[src/rtl/csa_accum_pipe_if.sv]
// Handshake bundle for csa_accum_pipe: operand beats in, resolved vector sums out.
interface csa_accum_pipe_if #(
   parameter int IN_W   = 16,
   parameter int NUM_IN = 4,
   parameter int ACC_W  = 32,
   parameter int LEN_W  = 8
);
   logic                     in_valid;
   logic                     in_ready;
   logic [NUM_IN*IN_W-1:0]   in_data;
   logic                     in_last;
   logic                     out_valid;
   logic                     out_ready;
   logic [ACC_W-1:0]         out_data;
   logic [LEN_W-1:0]         out_count;

   modport master (
      output in_valid, in_data, in_last, out_ready,
      input  in_ready, out_valid, out_data, out_count
   );

   modport slave (
      input  in_valid, in_data, in_last, out_ready,
      output in_ready, out_valid, out_data, out_count
   );
endinterface

[src/rtl/csa_accum_pipe.sv]
// Multi-operand carry-save accumulator. Each beat's NUM_IN signed operands are
// reduced to a sum/carry pair by a 3:2 compressor chain, folded into a carry-save
// accumulator {S,C}, and resolved with one carry-propagate add on the last beat.
// Optional macro CSA_ACCUM_PIPE_EN inserts a register between the tree and the
// accumulator (adds the DRAIN state, latency +1, throughput unchanged).
//
// state   | meaning
// ACC     | accepting beats, folding tree output into {S,C}
// DRAIN   | pipe build only: last tree register folds into {S,C}
// RESOLVE | out_data <= S+C, out_count <= count
// OUT     | result presented, waiting for out_ready
module csa_accum_pipe #(
   parameter int IN_W   = 16,
   parameter int NUM_IN = 4,
   parameter int ACC_W  = 32,
   parameter int LEN_W  = 8
) (
   input  logic              clk,
   input  logic              rst,
   csa_accum_pipe_if.slave   bus
);

   typedef enum logic [1:0] {ACC, DRAIN, RESOLVE, OUT} state_t;

   state_t            state, state_nxt;
   logic [ACC_W-1:0]  acc_s, acc_c;
   logic [ACC_W-1:0]  tree_s, tree_c;
   logic [ACC_W-1:0]  add_s, add_c;
   logic [ACC_W-1:0]  fold_s, fold_c;
   logic              add_v;
   logic              accept;
   logic [LEN_W-1:0]  count;
   logic [ACC_W-1:0]  res_data;
   logic [LEN_W-1:0]  res_count;

   function automatic logic [ACC_W-1:0] ext_op(input logic [NUM_IN*IN_W-1:0] d, input int k);
      logic [IN_W-1:0] v;
      v = d[k*IN_W +: IN_W];
      return {{(ACC_W-IN_W){v[IN_W-1]}}, v};
   endfunction

   // 3:2 compressor; carry bit out of the top position is dropped (modulo arithmetic)
   function automatic logic [2*ACC_W-1:0] csa3(input logic [ACC_W-1:0] a, b, c);
      logic [ACC_W-1:0] s, m;
      s = a ^ b ^ c;
      m = (a & b) | (a & c) | (b & c);
      return {s, m[ACC_W-2:0], 1'b0};
   endfunction

   assign accept        = bus.in_valid & bus.in_ready;
   assign bus.in_ready  = (state == ACC);
   assign bus.out_valid = (state == OUT);
   assign bus.out_data  = res_data;
   assign bus.out_count = res_count;

   // reduce the beat's operands to one sum/carry pair
   always_comb begin
      logic [ACC_W-1:0] op;
      tree_s = ext_op(bus.in_data, 0);
      tree_c = ext_op(bus.in_data, 1);
      op     = '0;
      for (int k = 2; k < NUM_IN; k++) begin
         op = ext_op(bus.in_data, k);
         {tree_s, tree_c} = csa3(tree_s, tree_c, op);
      end
   end

`ifdef CSA_ACCUM_PIPE_EN
   logic [ACC_W-1:0] tr_s, tr_c;
   logic             tr_v;

   // tree output register with its own valid bit
   always_ff @(posedge clk) begin
      if (rst) begin
         tr_s <= '0;
         tr_c <= '0;
         tr_v <= 1'b0;
      end else begin
         tr_s <= tree_s;
         tr_c <= tree_c;
         tr_v <= accept;
      end
   end

   assign add_s = tr_s;
   assign add_c = tr_c;
   assign add_v = tr_v;
`else
   assign add_s = tree_s;
   assign add_c = tree_c;
   assign add_v = accept;
`endif

   // 4:2 fold of the addend pair into the accumulator, as two 3:2 stages
   always_comb begin
      logic [ACC_W-1:0] p_s, p_c;
      {p_s, p_c}       = csa3(acc_s, acc_c, add_s);
      {fold_s, fold_c} = csa3(p_s, p_c, add_c);
   end

   // carry-save accumulator and saturating beat counter
   always_ff @(posedge clk) begin
      if (rst) begin
         acc_s <= '0;
         acc_c <= '0;
         count <= '0;
      end else if (state == OUT && bus.out_ready) begin
         acc_s <= '0;
         acc_c <= '0;
         count <= '0;
      end else begin
         if (add_v) begin
            acc_s <= fold_s;
            acc_c <= fold_c;
         end
         if (accept && count != '1)
            count <= count + LEN_W'(1);
      end
   end

   // single carry-propagate resolve into the held result registers
   always_ff @(posedge clk) begin
      if (rst) begin
         res_data  <= '0;
         res_count <= '0;
      end else if (state == RESOLVE) begin
         res_data  <= acc_s + acc_c;
         res_count <= count;
      end
   end

   // state register
   always_ff @(posedge clk) begin
      if (rst) state <= ACC;
      else     state <= state_nxt;
   end

   // next-state logic
   always_comb begin
      state_nxt = state;
      case (state)
         ACC: begin
            if (accept && bus.in_last) begin
`ifdef CSA_ACCUM_PIPE_EN
               state_nxt = DRAIN;
`else
               state_nxt = RESOLVE;
`endif
            end
         end
         DRAIN:   state_nxt = RESOLVE;
         RESOLVE: state_nxt = OUT;
         OUT:     if (bus.out_ready) state_nxt = ACC;
         default: state_nxt = ACC;
      endcase
   end

endmodule

[src/flat_wrapper.sv]
// flat-port wrapper written by rule: the top's interface ports become plain ports
module csa_accum_pipe_flat 
#(
   parameter int IN_W   = 16,
   parameter int NUM_IN = 4,
   parameter int ACC_W  = 32,
   parameter int LEN_W  = 8
)
  (clk, rst, bus_in_valid, bus_in_data, bus_in_last, bus_out_ready, bus_in_ready, bus_out_valid, bus_out_data, bus_out_count);
  csa_accum_pipe_if #(.IN_W(IN_W), .NUM_IN(NUM_IN), .ACC_W(ACC_W), .LEN_W(LEN_W)) bus_i ();
  input  logic clk;
  input  logic rst;
  input wire logic [$bits(bus_i.in_valid)-1:0] bus_in_valid;
  input wire logic [$bits(bus_i.in_data)-1:0] bus_in_data;
  input wire logic [$bits(bus_i.in_last)-1:0] bus_in_last;
  input wire logic [$bits(bus_i.out_ready)-1:0] bus_out_ready;
  output wire logic [$bits(bus_i.in_ready)-1:0] bus_in_ready;
  output wire logic [$bits(bus_i.out_valid)-1:0] bus_out_valid;
  output wire logic [$bits(bus_i.out_data)-1:0] bus_out_data;
  output wire logic [$bits(bus_i.out_count)-1:0] bus_out_count;
  assign bus_i.in_valid = bus_in_valid;
  assign bus_i.in_data = bus_in_data;
  assign bus_i.in_last = bus_in_last;
  assign bus_i.out_ready = bus_out_ready;
  assign bus_in_ready = bus_i.in_ready;
  assign bus_out_valid = bus_i.out_valid;
  assign bus_out_data = bus_i.out_data;
  assign bus_out_count = bus_i.out_count;
  csa_accum_pipe #(.IN_W(IN_W), .NUM_IN(NUM_IN), .ACC_W(ACC_W), .LEN_W(LEN_W)) u_core (.clk(clk), .rst(rst), .bus(bus_i));
endmodule
[config.mk]
export PLATFORM = sky130hd
export DESIGN_NAME = csa_accum_pipe_flat
export DESIGN_NICKNAME = d
export VERILOG_FILES = /design/src/rtl/csa_accum_pipe_if.sv /design/src/rtl/csa_accum_pipe.sv /design/src/flat_wrapper.sv
export SDC_FILE = /design/constraint.sdc
export NUM_CORES = 1
export LEC_CHECK = 0
export CORE_ASPECT_RATIO = 1.75
export CORE_MARGIN = 2
export CORE_UTILIZATION = 30
export DETAILED_ROUTE_END_ITERATION = 8
export PLACE_DENSITY_LB_ADDON = 0.3
export SLEW_MARGIN = 20
export SYNTH_ARGS = -nofsm -noshare
export SYNTH_HDL_FRONTEND = slang
export SYNTH_SLANG_ARGS = --single-unit
[constraint.sdc]
create_clock -name clk -period 4 [get_ports clk]
set_clock_uncertainty 0.15 [all_clocks]
set_input_delay 0.8 -clock clk [delete_from_list [all_inputs] [get_ports clk]]
set_output_delay 0.8 -clock clk [all_outputs]
set_load 0.02 [all_outputs]
==> run_results.csv <==
group,metric,value,unit
worst_setup_path,crit_type,"in2reg",
routing,post_drt_via_cell_ratio,4.83,
timing,fin_crit,3650,ps
worst_setup_path,worstPathArrival,3790,ps
die,start_util,30.6,%
cells_and_area,drive_above_1_share,4.99,%
logic_synthesis,synth.area.top_cells,"dfxtp_1, fa_1, nand2_1",
worst_setup_path,path_cells,"clkdlybuf4s50_1 > inv_1 > fa_1 > fa_1 > inv_1 > buf_12 > fa_1 > fa_1 > nand2_1 > a21oi_1",
die,die_height,214,um
logic_synthesis,synth-seq-cells,112,
cells_and_area,area_growth,23.2,%
clock_network,cts.htree.levels,3,
die,num_io_pins,111,
timing,max_slew_margin,44.2,%
timing,hold_slack,300,ps
worst_setup_path,startpoint_type,"input pin",
logic_synthesis,synth_flop_cell,"dfxtp_1",
die,die_area,26500,um2
placed_design,dpl.cell_count,1218,
clock_network,insertion_delay,360,ps
run_status,status,"completed",
routing,remaining_drc_errors,0,
routing,drt-pass1-iter-count,5,
die,core_area,24600,um2
routing,wirelength_met1,7.12,mm
cells_and_area,antenna_cells,0,
hold_path,hold_start,"u_core.bus.out_data[27]",
routing,met2_wirelength,9.60,mm
routing,wl_per_cell,14.2,um
worst_setup_path,worstRegToRegCells,9,
logic_synthesis,yosysWarnings,0,
clock_network,post_cts_resized,0,
grt,grt_usage,14.3,%
grt,grt_pass1_wl,30.1,mm
placed_design,place.port_buffers,110,
logic_synthesis,synth_area,7540,um2
logic_synthesis,synth-edff-count,0,
placed_design,gp_congestion,0.838,
cells_and_area,design_area,9290,um2
timing,worst_pin_slew,834,ps
power_and_ir_drop,power_density,465,nW/um2
flow_run,cap_violations,0,
worst_setup_path,cp_slowest_cell,"fa_1",
logic_synthesis,asyncSetResetFlopFracSynth,0,%
logic_synthesis,synth_top_area_share,29.7,%
cells_and_area,final_common_cell,"nand2_1",
clock_network,cts_buffers,9,
clock_network,cts_tree,"yes",
clock_network,cts-root-buf,"clkbuf_16",
routing,routed_wl,17.5,mm
logic_synthesis,synth_top_cell_by_area,"dfxtp_1",
worst_setup_path,path_common_cell,"fa_1",
hold_path,min_to,"u_core.bus.out_data[27]",
clock_network,cts_setup_buffers,0,
routing,dr_wl_met3,460,um
worst_setup_path,reg2reg_slack,1130,ps
power_and_ir_drop,p_total,4.32,mW
logic_synthesis,ys_types,71,
grt,antenna_found_initial,0,
logic_synthesis,avgSynthCellArea,9.13,um2
timing,hold_viol_final,0,
clock_network,cts.clk_slew.worst_paths,80,ps
worst_setup_path,r2r_start,"u_core.acc_c[2]",
hold_path,hold_path_class,"reg2reg",
cells_and_area,fill_cells,2489,
grt,grt_pass1_vias,6232,
logic_synthesis,yosysSeqAreaShare,29.7,%
hold_path,min_path_cells,2,
cells_and_area,stdcell_count,1234,
worst_setup_path,required,4140,ps
timing,fin_crit_sh,91.3,%
power_and_ir_drop,peakVddDrop,0.000224,V
logic_synthesis,syn_nets,1020,
die,rows,76,
worst_setup_path,worstPathMaxFanout,14,
grt,grt_max_degree,72,
worst_setup_path,r2r-end,"u_core.bus.out_data[24]",
clock_network,clk_path_buf_depth,2,
cells_and_area,final_core_utilization,37.7,%
worst_setup_path,cpPeakStageDelay,560,ps
logic_synthesis,postSynthCellCount,826,
routing,postRouteAntennaNets,0,
placed_design,hpwl,13.7,mm
cells_and_area,fin_nets,1111,
routing,drtIter0Drc,294,
timing,drv_slew,0,
grt,overflow,0,
power_and_ir_drop,p_leak,3.63,nW
placed_design,detailed_place.area,8970,um2
timing,rsz0062_at_grt,"no",
routing,num_vias,5957,
worst_setup_path,end_kind,"register",
routing,top_layer,"met4",
timing,setup_viol,0,
clock_network,hold_buffers,0,
cells_and_area,layout_common_cells,"nand2_1, a21oi_1, dfxtp_1",
die,die_x,124,um
clock_network,cts.sinks,112,
timing,max_freq,274,MHz
==> registers in the layout, indices dropped and copies added, names as in the netlist <==
register and cells:
u_core.state 2, u_core.acc_s 32, u_core.bus.out_count 8, u_core.count 8, u_core.bus.out_data 32, u_core.acc_c 30
==> cell usage after synthesis (10+ instances only) <==
library cell,count
a211oi_1,10
nand2_1,196
xor2_1,15
inv_1,21
ha_1,33
o21ai_0,24
clkbuf_1,29
a21oi_1,113
fa_1,92
dfxtp_1,112
nor2_1,39
xnor2_1,17
==> area by class of cell <==
type                       count  area [um2]  area share (%)
clock buffer                   9         225            2.42
clock inverter                 7        91.3           0.983
inverter                      21        78.8           0.849
multi-input combinational    651        5030            54.2
sequential                   112        2240            24.1
tap                          312         390            4.20
timing repair buffer         122        1230            13.2
==> routing by layer <==
layer | track usage [%] | vias up
li1 | - | 2975
met1 | 16.4 | 2864
met2 | 27.2 | 100
met3 | 1.49 | 18
met4 | 4.51 | 0
met5 | 0 | -
==> power breakdown <==
part           switching [mW]  internal (mW)  total, mW
Sequential              0.185           1.30       1.48
Clock                   0.493          0.459      0.951
Combinational            1.02          0.859       1.88
Total                    1.70           2.61       4.32
==> worst max-delay path by stage <==
stage          cells after the start  slack (ps)          endpoint             from
3_5_place_dp                      10         -70  u_core.acc_s[22]  bus_in_data[15]
3_3_place_gp                      10          20  u_core.acc_s[27]  bus_in_data[15]
4_1_cts                           10         330  u_core.acc_s[29]  bus_in_data[15]
6_report                          10         350  u_core.acc_s[28]  bus_in_data[15]
5_1_grt                           10         160  u_core.acc_s[26]  bus_in_data[15]
2_1_floorplan                      8         260  u_core.acc_s[16]  bus_in_data[15]
==> logic make-up after synthesis <==
kind of cell,share of synthesized area [%]
buffers and inverters,3.58
multiplexers,0.398
AO/OA/AOI/OAI,16.3
adder cells (fa/ha/maj),29.9
flip-flops,29.7
AND/OR/NAND/NOR,16.4
XOR/XNOR,3.72
==> worst max-delay path: cells and delay by family <==
family | cells | cell delay [ps]
AO/OA/AOI/OAI | 1 | 130
adder cells (fa/ha/maj) | 4 | 1970
buffers and inverters | 4 | 830
AND/OR/NAND/NOR | 1 | 50
==> metrics by stage <==
stage          setup WS (ps)  setup TNS (ps)
2_1_floorplan            258               0
3_5_place_dp           -65.6            -541
6_report                 349               0
3_3_place_gp            24.5               0
5_1_grt                  157               0
4_1_cts                  331               0
Note: power is estimated with default switching activity, not from simulation.
